==> config.mk <==
export PLATFORM = sky130hd
export DESIGN_NAME = key_run_ctrl
export DESIGN_NICKNAME = d
export VERILOG_FILES = /design/src/rtl/key_run_ctrl.sv
export SDC_FILE = /design/constraint.sdc
export NUM_CORES = 1
export LEC_CHECK = 0
export CAP_MARGIN = 20
export CORE_UTILIZATION = 30
export DETAILED_ROUTE_END_ITERATION = 8
export PLACE_DENSITY = 0.59
export SLEW_MARGIN = 10
export SYNTH_ARGS = -nofsm -noshare
export SYNTH_HDL_FRONTEND = slang
export SYNTH_SLANG_ARGS = --single-unit
export TNS_END_PERCENT = 1
==> constraint.sdc <==
create_clock -name CLK -period 3.5 [get_ports CLK]
set_input_delay 0.7 -clock CLK [delete_from_list [all_inputs] [get_ports CLK]]
set_output_delay 0.7 -clock CLK [all_outputs]
set_load 0.005 [all_outputs]
==> src/rtl/key_run_ctrl.sv <==
// Key/switch driven CPU clock-enable generator: single-step on KEY[0], free-run at a
// switch-selected rate. Optional hold-to-repeat stepping is enabled by defining KEY_REPEAT_EN.
module key_run_ctrl #(
  parameter int unsigned DIV_W    = 24,
  parameter int unsigned CNT_W    = 16,
  parameter int unsigned HOLD_CYC = 40000000,
  parameter int unsigned REP_CYC  = 5000000
) (
  input  logic             CLK,
  input  logic             RST,
  input  logic [1:0]       KEY,
  input  logic [9:0]       SW,
  output logic             CPU_EN,
  output logic             RUN,
  output logic [CNT_W-1:0] STEP_CNT
);

  typedef enum logic [1:0] {StArm, StStep, StRun} state_e;

  state_e             state_q, state_d;
  logic [1:0]         key_q;
  logic [1:0]         press;
  logic [DIV_W-1:0]   div_q, div_d, rate_mask;
  logic               en_q, en_d;
  logic               run_q;
  logic [CNT_W-1:0]   cnt_q;
  logic               halt;
  logic               rep_pulse;
  logic               unused_sw;

  assign press     = key_q & ~KEY;
  assign halt      = SW[0];
  assign unused_sw = ^SW[7:1];

  always_comb begin
    rate_mask = '0;
    unique case (SW[9:8])
      2'b00: rate_mask = '0;
      2'b01: rate_mask = {{(DIV_W-8){1'b0}}, 8'hFF};
      2'b10: rate_mask = {{(DIV_W-16){1'b0}}, 16'hFFFF};
      2'b11: rate_mask = '1;
      default: rate_mask = '0;
    endcase
  end

`ifdef KEY_REPEAT_EN
  localparam int unsigned HW = $clog2(HOLD_CYC + 1);

  logic [HW-1:0] hcnt_q, hcnt_inc;
  logic          hold_on_q, hold_go;

  // Holding continues only while stepping is legal and the step key stays down.
  assign hold_go   = (state_q == StStep) && !press[1] && !halt && !KEY[0];
  assign hcnt_inc  = hcnt_q + 1'b1;
  assign rep_pulse = hold_go && !press[0] && hold_on_q && (hcnt_inc == HW'(HOLD_CYC));

  always_ff @(posedge CLK) begin
    if (RST) begin
      hold_on_q <= 1'b0;
      hcnt_q    <= '0;
    end else if (hold_go && press[0]) begin
      hold_on_q <= 1'b1;
      hcnt_q    <= '0;
    end else if (hold_go && hold_on_q) begin
      // Reload so the next repeat lands exactly REP_CYC cycles later.
      hcnt_q <= rep_pulse ? HW'(HOLD_CYC - REP_CYC) : hcnt_inc;
    end else begin
      hold_on_q <= 1'b0;
      hcnt_q    <= '0;
    end
  end
`else
  assign rep_pulse = 1'b0;
`endif

  always_comb begin
    state_d = state_q;
    div_d   = div_q + 1'b1;
    en_d    = 1'b0;
    unique case (state_q)
      StArm: begin
        if (KEY == 2'b11) state_d = StStep;
      end
      StStep: begin
        if (press[1]) begin
          state_d = StRun;
          div_d   = '0;
        end else if (press[0] && !halt) begin
          en_d = 1'b1;
        end
      end
      StRun: begin
        if (press[1]) state_d = StStep;
        else if (!halt && ((div_d & rate_mask) == rate_mask)) en_d = 1'b1;
      end
      default: state_d = StArm;
    endcase
    en_d = en_d | rep_pulse;
  end

  always_ff @(posedge CLK) begin
    if (RST) begin
      state_q <= StArm;
      key_q   <= 2'b00;
      div_q   <= '0;
      en_q    <= 1'b0;
      run_q   <= 1'b0;
      cnt_q   <= '0;
    end else begin
      state_q <= state_d;
      key_q   <= KEY;
      div_q   <= div_d;
      en_q    <= en_d;
      run_q   <= (state_d == StRun);
      cnt_q   <= cnt_q + CNT_W'(en_d);
    end
  end

  assign CPU_EN   = en_q;
  assign RUN      = run_q;
  assign STEP_CNT = cnt_q;

endmodule

==> impl_metrics.sql, run 1 <==
INSERT INTO impl_metrics (metric_group, metric, value, unit) VALUES
('outcome', 'run_status', 'completed', ''),
('routing', 'detail_route.wl_per_cell', '11.4', 'um'),
('power', 'power_density', '332', 'mW/mm^2'),
('yosys', 'syn_area_per_cell', '8.83', 'sq um'),
('floorplan', 'fp.dieH', '88.6', 'um'),
('cells_and_area', 'syn_to_final_growth', '23.0', '%'),
('routing', 'route.top_layer_used', 'met4', ''),
('yosys', 'synth.yosys.seq_area_share', '0.409', ''),
('power', 'irDropWorstVdd', '155', 'uV'),
('floorplan', 'start_util', '0.310', ''),
('timing', 'rsz0062_at_grt', 'no', ''),
('place', 'buffer_ports.inserted', '24', ''),
('routing', 'initialDrtViolationCount', '39', ''),
('cells_and_area', 'fin_nets', '310', ''),
('setup_path', 'buf_inv_stages_crit_path', '2', ''),
('cts', 'insertion_delay', '0.30', 'ns'),
('global_routing', 'antenna_found_initial', '0', ''),
('yosys', 'asyncSetResetFlopFracSynth', '0', ''),
('setup_path', 'slowest_cell_delay_on_critical_path', '0.47', 'ns'),
('routing', 'vias', '1823', ''),
('routing', 'detailedRoute.firstPassIterationCount', '4', ''),
('setup_path', 'worstReg2RegStart', 'div_q[0]$_SDFF_PP0_', ''),
('floorplan', 'die_area', '0.00785', 'sq mm'),
('setup_path', 'rr_endpoint', 'STEP_CNT[8]$_SDFF_PP0_', ''),
('setup_path', 'timing_worst_setup_path_type', 'input port to flop', ''),
('min_path', 'hold_depth', '1', ''),
('setup_path', 'worst-r2r-cell-count', '14', ''),
('cts', 'number_of_buffers_added_by_the_clock_tree_synthesis_step', '5', ''),
('place', 'setup_slack_placement', '-0.0938', 'ns'),
('min_path', 'worstHoldPathType', 'flop to flop', ''),
('setup_path', 'cp_max_fo', '4', ''),
('floorplan', 'fp.coreArea', '0.00725', 'sq mm'),
('cells_and_area', 'layout-drive-gt1-share', '0.107', ''),
('floorplan', 'die_w', '88.6', 'um'),
('cells_and_area', 'layout_commonest_cell', 'sky130_fd_sc_hd__dfxtp_1', ''),
('yosys', 'number_of_different_library_cells_in_the_post_synthesis_netlist', '44', ''),
('setup_path', 'critical-path-slowest-cell', 'sky130_fd_sc_hd__clkdlybuf4s50_1', ''),
('global_routing', 'grt.overflow.total', '0', ''),
('cells_and_area', 'filler_cell_count', '758', ''),
('place', 'place.gp.congestion', '0.756', ''),
('floorplan', 'ioPinCount', '32', ''),
('timing', 'clock.fmax', '313', 'MHz'),
('routing', 'wl_met3', '182', 'um'),
('flow_run', 'max-cap-violations', '0', ''),
('global_routing', 'track_usage', '0.128', ''),
('setup_path', 'crit_arrival', '3.39', 'ns'),
('setup_path', 'worst_setup_path_start_kind', 'input port', ''),
('yosys', 'postSynthRegisterBits', '46', ''),
('place', 'hpwlAfterDp', '3210', 'um'),
('cts', 'clock_sink_count', '46', ''),
('timing', 'finalWorstSetupSlack', '0.304', 'ns'),
('yosys', 'synthesis.instances', '255', ''),
('routing', 'postRouteWirelength', '4450', 'um'),
('yosys', 'mappedNetlistNets', '276', ''),
('floorplan', 'core.rowCount', '31', ''),
('yosys', 'yosys_most_used_dff', 'sky130_fd_sc_hd__dfxtp_1', ''),
('routing', 'detail-route-antenna-nets', '0', ''),
('min_path', 'timing.hold.worst_endpoint', 'div_q[0]$_SDFF_PP0_', ''),
('timing', 'timing_max_transition_violations_final', '0', ''),
('setup_path', 'worst_path_dominant_cell_family', 'simple AND/OR/NAND/NOR gates', ''),
('timing', 'timing_worst_slew_pin_value', '0.434', 'ns'),
('global_routing', 'maximum_number_of_pins_on_one_net_before_global_route_repair', '25', ''),
('power', 'p_leak', '0.000953', 'uW'),
('cts', 'htree_num_levels', '2', ''),
('timing', 'skew', '0.00499', 'ns'),
('setup_path', 'critPathCaptureType', 'flop', ''),
('timing', 'setup-violations-final', '0', ''),
('yosys', 'synthesis.area', '0.00225', 'sq mm'),
('setup_path', 'series_of_cell_instances_along_the_critical_path', 'clkdlybuf4s50_1 > nand2b_1 > nand2_1 > nor4_2 > a31oi_1 > nor3_1 > a31oi_1 > nor3b_1 > ha_1 > ha_1 > and2_0 > buf_4 > nand2_1 > xor2_1 > nor2_1', ''),
('cts', 'cts.reportedPaths.clkPinSlew', '0.08', 'ns'),
('cts', 'post_cts_resized', '0', '');
final cells by class:
type	count	area (sq um)	share of cell area
Tap cell	99	124	0.0448
Inverter	10	37.5	0.0136
Sequential cell	46	922	0.333
Clock inverter	1	5.00	0.00181
Clock buffer	7	86.3	0.0312
Timing Repair Buffer	34	315	0.114
Multi-Input combinational cell	192	1280	0.462
power by group:
| part | switching (uW) | internal (uW) |
|---|---|---|
| Sequential | 6.26 | 529 |
| Clock | 179 | 160 |
| Combinational | 24.5 | 21.9 |
state kept, by name, indices dropped and copies added (netlist names):
name,count
key_q,2
CPU_EN,1
RUN,1
STEP_CNT,16
state_q,2
div_q,24
worst reg2reg max path, cell delays in order (launching register included):
cell	delay (ns)
sky130_fd_sc_hd__dfxtp_2	0.36
sky130_fd_sc_hd__ha_1	0.24
sky130_fd_sc_hd__and3_1	0.23
sky130_fd_sc_hd__or4b_1	0.48
sky130_fd_sc_hd__a21oi_1	0.15
sky130_fd_sc_hd__a31oi_1	0.11
sky130_fd_sc_hd__o31ai_2	0.29
sky130_fd_sc_hd__nor3b_1	0.24
sky130_fd_sc_hd__ha_1	0.20
sky130_fd_sc_hd__ha_1	0.16
sky130_fd_sc_hd__and2_0	0.20
sky130_fd_sc_hd__buf_4	0.15
sky130_fd_sc_hd__nand2_1	0.07
sky130_fd_sc_hd__xor2_1	0.14
sky130_fd_sc_hd__nor2_1	0.05
cells by family after synthesis:
kind of cell,share of synthesized area
AOI/OAI and AO/OA,0.0639
xor gates and xnor gates,0.136
adders and majority gates,0.0389
buffers and inverters,0.0284
DFF,0.409
and+or+nand+nor,0.324
metal layers:
metal / global-route usage / up-vias
met1: 0.158 / 834
li1: - / 941
met3: 0.0308 / 10
met4: 0.0484 / 0
met2: 0.215 / 38
met5: 0 / -
metrics by stage:
stage / area [sq um] / hold slack [ns] / power [uW] / TNS, ns / instances
2_1_floorplan: 2250 / 0.463 / 573 / 0 / 255
3_3_place_gp: 2660 / 0.489 / 592 / -0.0176 / 381
3_5_place_dp: 2660 / 0.498 / 593 / -0.375 / 381
4_1_cts: 2760 / 0.522 / 935 / 0 / 389
5_1_grt: 2770 / 0.559 / 962 / 0 / 389
6_report: 2770 / 0.498 / 919 / 0 / 389
worst max path at each step:
stage | to | slack (ns) | depth (start not counted)
global route | STEP_CNT[10]$_SDFF_PP0_ | 0.02 | 15
finish | STEP_CNT[8]$_SDFF_PP0_ | 0.30 | 15
detailed placement | STEP_CNT[8]$_SDFF_PP0_ | -0.09 | 15
CTS | STEP_CNT[8]$_SDFF_PP0_ | 0.23 | 15
global placement | STEP_CNT[12]$_SDFF_PP0_ | -0.02 | 15
floorplan | STEP_CNT[11]$_SDFF_PP0_ | 0.46 | 14
synth_stat cells, drive strengths merged (5+ instances only):
library cell	number	area (sq um)
dfxtp	46	921
nor2	40	153
nand2	19	73.8
xnor2	18	158
xor2	17	149
nand3	16	85.1
inv	10	37.5
nor3	9	55.1
clkbuf	7	26.3
ha	7	87.6
a21oi	6	30.0
nor2b	6	37.5
and3	5	31.3
nand2b	5	31.3
nand4	5	52.6
Note: power is estimated with default switching activity, not from simulation.
==> inputs of run 2 (changes only) <==
clock period = 3.4 ns   (was 3.5 ns; I/O delays follow)
==> run 2 against run 1 <==
Compared with the run above: largest power group unchanged; non-clock buffer count up 5; clock-buffer cell count fell by 1; combinational power grew 5.2%; core utilization rose by 0.72 points; routed wire length fell by 0.81%; highest routed layer unchanged; clock power is 20% higher; critical endpoint is now STEP_CNT[12]$_SDFF_PP0_; clock skew down 0.00072 ns; sequential cell count did not move; die area did not move.
==> impl_metrics.sql, run 2 (synthesis results as in run 1) <==
INSERT INTO impl_metrics (metric_group, metric, value, unit) VALUES
('outcome', 'run_status', 'completed', ''),
('timing', 'finalCritPeriodShare', '0.924', ''),
('cells_and_area', 'utilization', '0.389', ''),
('global_routing', 'grt.overflow.total', '0', ''),
('routing', 'detailedRoute.firstPassIterationCount', '4', ''),
('cts', 'root_buffer', 'sky130_fd_sc_hd__clkbuf_8', ''),
('global_routing', 'maximum_number_of_pins_on_one_net_before_global_route_repair', '25', ''),
('timing', 'timing.max_slew.rel_slack', '0.810', ''),
('place', 'setup_slack_placement', '-0.0203', 'ns'),
('setup_path', 'critPathCaptureType', 'flop', ''),
('cts', 'post-cts-setup-buffers', '0', ''),
('setup_path', 'worst_setup_path_start_kind', 'input port', ''),
('min_path', 'hold_depth', '1', ''),
('timing', 'timing_worst_slew_pin_value', '0.280', 'ns'),
('place', 'place.gp.congestion', '0.751', ''),
('cells_and_area', 'layout_commonest_cell', 'sky130_fd_sc_hd__dfxtp_1', ''),
('floorplan', 'ioPinCount', '32', ''),
('timing', 'clock.fmax', '318', 'MHz'),
('setup_path', 'cp_max_fo', '4', ''),
('routing', 'vias', '1805', ''),
('timing', 'skew', '0.00427', 'ns'),
('global_routing', 'antenna_found_initial', '0', ''),
('power', 'power_density', '357', 'mW/mm^2'),
('cells_and_area', 'syn_to_final_growth', '25.3', '%'),
('cells_and_area', 'fin_nets', '315', ''),
('place', 'buffer_ports.inserted', '24', ''),
('timing', 'setup-violations-final', '0', ''),
('cts', 'clock_sink_count', '46', ''),
('global_routing', 'global_route_wire_length_before_repair', '7800', 'um'),
('routing', 'initialDrtViolationCount', '55', ''),
('cells_and_area', 'antenna-diode-count', '0', ''),
('min_path', 'worstHoldPathType', 'flop to flop', ''),
('routing', 'detail-route-antenna-nets', '0', ''),
('timing', 'fin_hold_ws', '0.492', 'ns'),
('routing', 'postRouteWirelength', '4420', 'um'),
('cells_and_area', 'filler_cell_count', '768', ''),
('setup_path', 'crit_arrival', '3.33', 'ns'),
('cells_and_area', 'layout-drive-gt1-share', '0.122', ''),
('cts', 'clock_tree_from_tritoncts', 'built', ''),
('floorplan', 'die_area', '0.00785', 'sq mm'),
('place', 'hpwlAfterDp', '3230', 'um'),
('global_routing', 'track_usage', '0.126', ''),
('timing', 'timing_max_transition_violations_final', '0', ''),
('floorplan', 'die_w', '88.6', 'um'),
('cts', 'clk_path_buf_depth', '2', ''),
('routing', 'drt_drc_violations_left', '0', ''),
('cells_and_area', 'largest_reg_flops', '24', ''),
('routing', 'post_detailed_route_via_to_cell_ratio', '4.58', ''),
('setup_path', 'worst-r2r-cell-count', '14', ''),
('floorplan', 'fp.dieH', '88.6', 'um'),
('floorplan', 'core.rowCount', '31', ''),
('floorplan', 'fp.coreArea', '0.00725', 'sq mm'),
('cts', 'post_cts_resized', '0', ''),
('flow_run', 'max-cap-violations', '0', ''),
('timing', 'layout_min_cycle_time', '3.14', 'ns'),
('timing', 'rsz0062_at_grt', 'no', ''),
('timing', 'finalWorstSetupSlack', '0.259', 'ns'),
('timing', 'timing.setup.tns', '0', 'ns'),
('setup_path', 'timing_worst_setup_path_type', 'input port to flop', ''),
('cts', 'insertion_delay', '0.29', 'ns'),
('global_routing', 'first_global_vias', '1715', ''),
('cts', 'holdBufCountCts', '0', ''),
('cts', 'number_of_buffers_added_by_the_clock_tree_synthesis_step', '5', ''),
('floorplan', 'start_util', '0.310', ''),
('power', 'p_leak', '0.000980', 'uW'),
('power', 'tot_pwr', '1010', 'uW'),
('cells_and_area', 'max_flop_register', 'div_q', ''),
('power', 'irDropWorstVdd', '170', 'uV'),
('timing', 'final_hold_viol_count', '0', ''),
('routing', 'detail_route.wl_per_cell', '11.2', 'um'),
('setup_path', 'worst_ep_required_time', '3.59', 'ns'),
('cts', 'htree_num_levels', '2', ''),
('cts', 'cts.reportedPaths.clkPinSlew', '0.09', 'ns'),
('cells_and_area', 'most_frequent_cells_in_the_layout', '45 x sky130_fd_sc_hd__dfxtp_1, 38 x sky130_fd_sc_hd__nor2_1, 24 x sky130_fd_sc_hd__clkdlybuf4s50_1, 18 x sky130_fd_sc_hd__nand2_1, 18 x sky130_fd_sc_hd__xnor2_1', '');
==> run 2: changes by cell type in the layout (fill, tap and decap cells not counted) <==
cell                         before  now
sky130_fd_sc_hd__buf_4           10   15
sky130_fd_sc_hd__bufinv_16        0    1
sky130_fd_sc_hd__clkbuf_8         6    5
sky130_fd_sc_hd__clkinv_2         1    0
sky130_fd_sc_hd__clkinvlp_4       0    1
sky130_fd_sc_hd__nor2_1          39   38
sky130_fd_sc_hd__nor2_2           0    1
sky130_fd_sc_hd__nor4_1           0    1
sky130_fd_sc_hd__nor4_2           1    0
==> run 2: cell type report <==
type	instances	area [sq um]	share of cell area
Clock buffer	6	72.6	0.0257
Timing Repair Buffer	39	353	0.125
Tap cell	99	124	0.0439
Multi-Input combinational cell	192	1270	0.452
Inverter	10	37.5	0.0133
Clock inverter	2	37.5	0.0133
Sequential cell	46	922	0.327
==> run 2: path summary, 6_finish.rpt <==
kind                  startpoint                       to  slack, ns
max                       KEY[1]  STEP_CNT[12]$_SDFF_PP0_       0.26
min          div_q[0]$_SDFF_PP0_      div_q[0]$_SDFF_PP0_       0.49
max reg2reg  div_q[0]$_SDFF_PP0_  STEP_CNT[12]$_SDFF_PP0_       0.29
min reg2reg  div_q[0]$_SDFF_PP0_      div_q[0]$_SDFF_PP0_       0.49
==> run 2: where the power goes <==
group / total, uW / switching (uW) / internal [uW]
Sequential: 550 / 6.06 / 544
Clock: 407 / 187 / 220
Combinational: 48.8 / 25.5 / 23.3
Total: 1010 / 219 / 787
==> run 2: stage by stage <==
step,std cells,cell area (sq um)
after floorplan,255,2250
after global routing,394,2820
after global placement,386,2700
after detailed placement,386,2700
after CTS,394,2810
final,394,2820
==> run 2: critical path, cell delays in order <==
cell and delay [ns]:
sky130_fd_sc_hd__clkdlybuf4s50_1 0.47, sky130_fd_sc_hd__nand2b_1 0.14, sky130_fd_sc_hd__nand2_1 0.10, sky130_fd_sc_hd__nor4_1 0.24
sky130_fd_sc_hd__a31oi_1 0.15, sky130_fd_sc_hd__nor3_1 0.19, sky130_fd_sc_hd__a31oi_1 0.14, sky130_fd_sc_hd__nor3b_1 0.26
sky130_fd_sc_hd__ha_1 0.21, sky130_fd_sc_hd__ha_1 0.15, sky130_fd_sc_hd__and2_0 0.18, sky130_fd_sc_hd__buf_4 0.15
sky130_fd_sc_hd__nand2_1 0.06, sky130_fd_sc_hd__xor2_1 0.14, sky130_fd_sc_hd__nor2_1 0.05
==> run 2: routing by layer <==
layer	share of wire	global-route usage	up-vias
met4	0.0061	0.0308	0
met2	0.46	0.207	25
li1	-	-	945
met3	0.033	0.0308	2
met5	0	0	-
met1	0.50	0.168	833
